<file path="config.mk">
export PLATFORM = sky130hd
export DESIGN_NAME = spi_dac_mc
export DESIGN_NICKNAME = d
export VERILOG_FILES = /design/src/rtl/spi_dac_mc.sv
export SDC_FILE = /design/constraint.sdc
export NUM_CORES = 1
export LEC_CHECK = 0
export BUFFER_PORTS_ARGS = -buffer_cell sky130_fd_sc_hd__clkbuf_2
export CORE_UTILIZATION = 50
export CTS_CLUSTER_DIAMETER = 40
export DETAILED_ROUTE_END_ITERATION = 7
export PLACE_DENSITY_LB_ADDON = 0.1
export SLEW_MARGIN = 20
export SYNTH_ARGS = -nofsm -noshare
export SYNTH_HDL_FRONTEND = slang
export SYNTH_SLANG_ARGS = --single-unit
</file>
<file path="constraint.sdc">
create_clock -name clk -period 1.75 [get_ports clk]
set_input_delay 0.4375 -clock clk [delete_from_list [all_inputs] [get_ports clk]]
set_output_delay 0.4375 -clock clk [all_outputs]
set_load 0.005 [all_outputs]
</file>
<file path="src/rtl/spi_dac_mc.sv">
// Multi-channel serial DAC write engine: NCH independent dout/sclk/sync_n lanes, one-word buffer each.
// Optional macro SPI_DAC_DEDUP_EN drops a buffered word identical to the last word sent on that channel.
module spi_dac_mc #(
    parameter int NCH     = 2,
    parameter int DATA_W  = 8,
    parameter int CLK_DIV = 1,
    parameter int GAP_CYC = 2
) (
    input  logic                  clk,
    input  logic                  reset,
    input  logic [NCH*DATA_W-1:0] in_data,
    input  logic [NCH-1:0]        in_valid,
    output logic [NCH-1:0]        in_ready,
    output logic [NCH-1:0]        dout,
    output logic [NCH-1:0]        sclk,
    output logic [NCH-1:0]        sync_n,
    output logic [NCH-1:0]        busy,
    output logic [NCH-1:0]        done
);

    localparam logic [1:0] IDLE  = 2'd0;
    localparam logic [1:0] SHIFT = 2'd1;
    localparam logic [1:0] GAP   = 2'd2;

    localparam int DIV_W = $clog2(CLK_DIV + 1);
    localparam int BIT_W = $clog2(DATA_W);
    localparam int GAP_W = $clog2(GAP_CYC + 1);

    localparam logic [DIV_W-1:0] DIV_LAST = DIV_W'(CLK_DIV - 1);
    localparam logic [BIT_W-1:0] BIT_LAST = BIT_W'(DATA_W - 1);
    localparam logic [GAP_W-1:0] GAP_LAST = GAP_W'(GAP_CYC - 1);

    for (genvar k = 0; k < NCH; k++) begin : g_ch
        logic [1:0]        state;
        logic              buf_empty;
        logic              buf_full;
        logic [DATA_W-1:0] buf_data;
        logic [DATA_W-1:0] shreg;
        logic [DIV_W-1:0]  div_cnt;
        logic [BIT_W-1:0]  bit_cnt;
        logic [GAP_W-1:0]  gap_cnt;
        logic              dout_r;
        logic              sclk_r;
        logic              sync_r;
        logic              done_r;
        logic              drop;
        logic              load_slot;
        logic              load_go;
        logic              shift_step;

        assign buf_full   = ~buf_empty;
        assign load_slot  = (state == IDLE) || ((state == GAP) && (gap_cnt == GAP_LAST));
        assign load_go    = buf_full && load_slot && !drop;
        assign shift_step = (state == SHIFT) && (div_cnt == DIV_LAST) && !sclk_r
                            && (bit_cnt != BIT_LAST);

`ifdef SPI_DAC_DEDUP_EN
        logic [DATA_W-1:0] last_sent;
        logic              last_vld;

        assign drop = last_vld && (buf_data == last_sent);

        always_ff @(posedge clk) begin
            if (reset) begin
                last_vld <= 1'b0;
            end else if (load_go) begin
                last_vld  <= 1'b1;
                last_sent <= buf_data;
            end
        end
`else
        assign drop = 1'b0;
`endif

        // Data path: buffer capture and shift register, no reset needed.
        always_ff @(posedge clk) begin
            if (in_valid[k] && buf_empty) begin
                buf_data <= in_data[k*DATA_W +: DATA_W];
            end
            if (load_go) begin
                shreg <= buf_data;
            end else if (shift_step) begin
                shreg <= {shreg[DATA_W-2:0], 1'b0};
            end
        end

        always_ff @(posedge clk) begin
            if (reset) begin
                state     <= IDLE;
                buf_empty <= 1'b1;
                dout_r    <= 1'b0;
                sclk_r    <= 1'b1;
                sync_r    <= 1'b1;
                done_r    <= 1'b0;
                div_cnt   <= '0;
                bit_cnt   <= '0;
                gap_cnt   <= '0;
            end else begin
                done_r <= 1'b0;
                // A dropped word empties the buffer exactly like a loaded one.
                if (in_valid[k] && buf_empty) begin
                    buf_empty <= 1'b0;
                end else if (buf_full && load_slot) begin
                    buf_empty <= 1'b1;
                end

                if (load_go) begin
                    state   <= SHIFT;
                    sync_r  <= 1'b0;
                    sclk_r  <= 1'b1;
                    dout_r  <= buf_data[DATA_W-1];
                    div_cnt <= '0;
                    bit_cnt <= '0;
                end else begin
                    case (state)
                        IDLE: begin
                        end
                        SHIFT: begin
                            if (div_cnt == DIV_LAST) begin
                                div_cnt <= '0;
                                if (sclk_r) begin
                                    sclk_r <= 1'b0;
                                end else if (bit_cnt == BIT_LAST) begin
                                    state   <= GAP;
                                    sync_r  <= 1'b1;
                                    sclk_r  <= 1'b1;
                                    dout_r  <= 1'b0;
                                    done_r  <= 1'b1;
                                    gap_cnt <= '0;
                                end else begin
                                    bit_cnt <= bit_cnt + 1'b1;
                                    sclk_r  <= 1'b1;
                                    dout_r  <= shreg[DATA_W-2];
                                end
                            end else begin
                                div_cnt <= div_cnt + 1'b1;
                            end
                        end
                        GAP: begin
                            if (gap_cnt == GAP_LAST) begin
                                state <= IDLE;
                            end else begin
                                gap_cnt <= gap_cnt + 1'b1;
                            end
                        end
                        default: state <= IDLE;
                    endcase
                end
            end
        end

        assign in_ready[k] = buf_empty;
        assign dout[k]     = dout_r;
        assign sclk[k]     = sclk_r;
        assign sync_n[k]   = sync_r;
        assign done[k]     = done_r;
        assign busy[k]     = (state != IDLE) || buf_full;
    end

endmodule

</file>
## Yosys cells after proc, flatten, opt, wreduce, memory -nomap -nowiden

Cells that the tools add are included.
W data, S select, Z words.

| storage, ports and cells | value |
|---|---|
| register bits | 56 |
| bits in latches | 0 |
| memory bits (writable) | 0 |
| ROM bits | 0 |
| input port bits | 20 |
| output and inout port bits | 12 |
| logic and storage cells | 184 |
| memories | 0 |

| cells by class | value |
|---|---|
| add/subtract/negate cells | 6 |
| multipliers | 0 |
| div/mod/pow operators | 0 |
| order comparisons | 0 |
| equal/unequal tests | 34 |
| shifts and indexed selects | 0 |
| mux-type cells | 56 |
| bitwise logic cells | 14 |
| reduce and logical (&&, ||, !) cells | 50 |

Operators with widths:

| cell | count |
|---|---|
| $mux W1 | 32 |
| $mux W2 | 16 |
| $mux W7 | 4 |
| $reduce_bool A2 Y1 | 12 |
| $reduce_and A5 Y1 | 4 |
| $ne A3 B3 Y1 const B | 6 |
| $ne A2 B1 Y1 const B | 8 |
| $ne A2 B2 Y1 const B | 8 |
| $reduce_and A4 Y1 | 4 |
| $not A1 Y1 | 14 |
| $logic_and A1 B1 Y1 | 12 |
| $ne A3 B2 Y1 const B | 4 |
| $pmux W2 S3 | 2 |
| $reduce_and A6 Y1 | 2 |
| $reduce_or A5 Y1 | 2 |
| $eq A2 B1 Y1 const B | 4 |
| $pmux W2 S2 | 2 |
| $add A3 B1 Y3 const B | 2 |
| $eq A3 B3 Y1 const B | 2 |
| $reduce_and A3 Y1 | 2 |
| $add A2 B1 Y2 const B | 2 |
| $eq A2 B2 Y1 const B | 2 |
| $logic_not A2 Y1 | 2 |
| $logic_or A1 B1 Y1 | 4 |
| other kinds (4) | 8 |

## Logic depth before layout (Yosys ltp)

| logic depth | value |
|---|---|
| depth in word-level cells | 6 |
| mapped depth | 6 |
| mapped depth without buffers | 5 |

## Least setup slack after synthesis

OpenSTA, ideal clock, no wires.

| path | value |
|---|---|
| kind | register to register |
| start point | reg g_ch[0].bit_cnt[0] |
| end point | reg g_ch[0].shreg[0] (enable) |
| library setup time | 0.307 ns |
| arrival time | 1.392 ns |
| data required time | 1.443 ns |
| setup slack | 0.051 ns |
| stages on the path, launching flop included | 5 |
| clock period less this slack | 1.699 ns |
| cell sequence | dfxtp_1 -> ha_1 -> ha_1 -> nor4b_2 -> or2_2 |

| between the ends | value |
|---|---|
| cells in the longest elaborated chain, start to end | 3 |

Ends and longest elaborated chain:

| element | RTL line | text |
|---|---|---|
| start, declared | 40 | `logic [BIT_W-1:0] bit_cnt;` |
| start signal, assigned | 131 | `bit_cnt <= bit_cnt + 1'b1;` |
| $ne A3 B3 Y1 | 55 | `&& (bit_cnt != BIT_LAST);` |
| $logic_and A1 B1 Y1 | 55 |  |
| $reduce_bool A2 Y1 (no source line) | - |  |
| end signal, assigned | 81 | `shreg <= buf_data;` |
| end signal, assigned | 83 | `shreg <= {shreg[DATA_W-2:0], 1'b0};` |
| end, declared | 38 | `logic [DATA_W-1:0] shreg;` |

No other way between the ends.
A chain may end at the register's enable or synchronous reset.

## Worst setup path after layout

| path | value |
|---|---|
| start point | reg g_ch[0].gap_cnt[1] |
| end point | reg g_ch[0].gap_cnt[1] |

| between the ends | value |
|---|---|
| cells in the longest elaborated chain, start to end | 6 |
| elaborated cells on any way between the ends | 10 |
| those cells by class | add/sub: 1; eq/ne: 2; mux: 2; bitwise: 1; reduce/logical: 4 |

Ends and longest elaborated chain:

| element | RTL line | text |
|---|---|---|
| start, declared | 41 | `logic [GAP_W-1:0] gap_cnt;` |
| start signal, assigned | 143 | `gap_cnt <= gap_cnt + 1'b1;` |
| branches (longest 6 deep; another with $add A2 B1 Y2) | - |  |

Parallel ways; which one is timed is not known. The select of a mux whose other input is x is not followed.

==> results.toml <==
[timing]
slew-limit-headroom_pct = 66.0
rsz0062_at_grt = "no"
finalCriticalPeriod_ps = 1640
hold_violations = 0
period_share_pct = 93.8
setup_viol = 0
setup_ws_ps = 109
tightest_slew_ps = 497
setup-tns-final_ps = 0
clock_skew_ps = 11.0
fmax_ghz = 0.609
holdWs_ps = 300
maxSlewViolCount = 0

[power]
power_leakage_nw = 0.962
p_per_area_nw_per_um2 = 1010
finalPower_mw = 2.59
ir_drop_uv = 578

[place]
io_buffers = 31
place_inst = 245
dp_slack_ps = 70.2
place_area_sq_um = 2430
gp_congestion = 0.716
dp_hpwl_um = 2710

[synthesis]
ys_types = 34
ys_warn_count = 0
synthCells = 169
synthTopCellsByArea = "edfxtp_1 (40%), dfxtp_1 (22%), mux2_2 (6.1%)"
seq_area_frac_synth_pct = 61.8
postSynthAreaPerCell_sq_um = 13.2
syn-num-nets = 195
synth_top_area_share_pct = 40.3
synth_top_cell_by_area = "edfxtp_1"
netlist_area_sq_um = 2230
ys_ff_latch = 54

[layout]
stdcell_count = 253
layout_commonest_cell = "clkbuf_2"
mostFrequentLayoutCells = "clkbuf_2 (31), edfxtp_1 (30), dfxtp_1 (21)"
drive_gt1_share_pct = 36.0
syn_to_final_growth_pct = 14.7
nets = 228
antenna_cells = 0
multi_input_area_sq_um = 741
final_cell_area_sq_um = 2560
seq_area_sq_um = 1390
post-route-util_pct = 61.8
fill_cells = 329

[die]
core_sq_um = 4140
die-height_um = 68.8
initial_core_util_pct = 53.9
num_rows = 23
die_area_sq_um = 4740
die_w_um = 68.8
boundaryPins = 32

[detailed_routing]
drcViolationCount = 0
wire_per_inst_um = 14.8
vias = 1398
viasPerCell = 5.53
drtAntennaViolNets = 0
first_iter_violations = 71
firstDrtPassIters = 4
postRouteWirelength_um = 3750

[worst_setup_path]
arrival_ps = 1880
endpoint_kind = "register"
critical_path_required_ps = 1990
start_kind = "register"
path_class = "register to register"
worst-path-max-fanout = 5

[clock_network]
clkLatencyLatePin_ps = 300
cts_setup_buffers = 0
h-tree-depth = 2
numCtsBuffers = 5
cts_tree = "done"
cts_root_buf = "clkbuf_8"
clk_pin_slew_ps = 100
clk_path_buf_depth = 2
cts.sink_count = 54

[global_route]
antenna_found_initial = 0
grt_overflow = 0
grt_start_max_net_pins = 18
grtUsageTotal_pct = 17.3
grt_pass1_wl_um = 5930
grt_pass1_vias = 1331

[status]
status = "finished clean"

[run]
maxCapViolCount = 0

[worst_hold_path]
hold_path_class = "input pin to register"
[state kept, by name (all words and copies together) (netlist names)]
register	cells
g_ch.bit_cnt	6
g_ch.buf_data	16
g_ch.buf_empty	2
g_ch.done_r	2
g_ch.dout_r	2
g_ch.gap_cnt	4
g_ch.sclk_r	2
g_ch.shreg	14
g_ch.state	4
g_ch.sync_r	2
[cell type report]
| type | count | share of cell area (%) |
|---|---|---|
| flip-flops and latches | 54 | 54.2 |
| clock buffers | 6 | 3.22 |
| multi-input cells | 94 | 28.9 |
| well taps | 50 | 2.44 |
| repair buffers | 40 | 8.70 |
| clock inverters | 2 | 1.51 |
| inverters | 7 | 1.03 |
[cell families after synthesis]
| kind of cell | after synthesis | share of synthesized area, % |
|---|---|---|
| DFF | 54 | 61.8 |
| xor gates and xnor gates | 4 | 1.57 |
| buffers and inverters | 21 | 5.32 |
| muxes | 18 | 8.74 |
| and+or+nand+nor | 46 | 13.7 |
| AOI/OAI and AO/OA | 20 | 5.49 |
| adders and majority gates | 6 | 3.36 |
[cell usage after synthesis]
cell type / number
buf_2: 1
clkbuf_1: 2
nor3_1: 9
or2_2: 4
nor3b_1: 2
o21ai_0: 4
nand2b_1: 2
a2111oi_0: 1
o41ai_1: 1
a31oi_1: 1
ha_1: 6
edfxtp_1: 30
nand3b_1: 1
nor2_1: 2
dfxtp_1: 24
buf_4: 10
nor4b_1: 1
xnor2_1: 4
o21ai_2: 1
nand4bb_1: 2
a211oi_1: 4
mux2i_1: 6
or4_1: 1
nor2b_1: 5
mux2_2: 12
or3b_2: 2
a21oi_1: 8
inv_1: 7
and2_1: 4
nor4b_2: 2
or3b_1: 1
nand3_1: 7
clkbuf_2: 1
or3_1: 1
[metal layers]
layer | part of all wire (%) | wire length (um) | vias to the layer above | global-route usage (%)
li1 | - | - | 679 | -
met1 | 44 | 1660 | 685 | 20.3
met2 | 52 | 1930 | 30 | 30.8
met3 | 3.1 | 118 | 4 | 3.95
met4 | 0.85 | 32 | 0 | 6.12
met5 | 0 | 0 | - | 0
[critical path, stage by stage, from the launching register on]
cell,delay (ps)
dfxtp_1,350
inv_1,50
ha_1,200
or3b_1,420
or4_1,410
a21oi_1,140
[path summary, 6_finish.rpt]
| kind | start | to | slack (ps) | cells past startpoint |
|---|---|---|---|---|
| setup / recovery | g_ch[0].gap_cnt[1] | g_ch[0].gap_cnt[1] | 110 | 5 |
| hold / removal | in_data[14] | g_ch[1].buf_data[6] | 300 | 1 |
| setup reg to reg | g_ch[0].gap_cnt[1] | g_ch[0].gap_cnt[1] | 110 | 5 |
| hold reg to reg | g_ch[0].gap_cnt[1] | g_ch[0].gap_cnt[1] | 490 | 2 |
[what timing repair did]
item                                   CTS  global route
endpoints found under the hold margin    0             0
gates resized for setup                  1             5
hold buffers                             0             0
setup endpoints to repair                1             7
cloned                                   0             0
[where the power goes]
group / switching [mW] / internal [mW] / leakage, nW / total (mW)
Clock: 0.402 / 0.471 / 0.0618 / 0.873
Combinational: 0.111 / 0.125 / 0.419 / 0.236
Sequential: 0.0454 / 1.43 / 0.481 / 1.48
Total: 0.558 / 2.03 / 0.962 / 2.59
(Power assumes the default switching activity.)
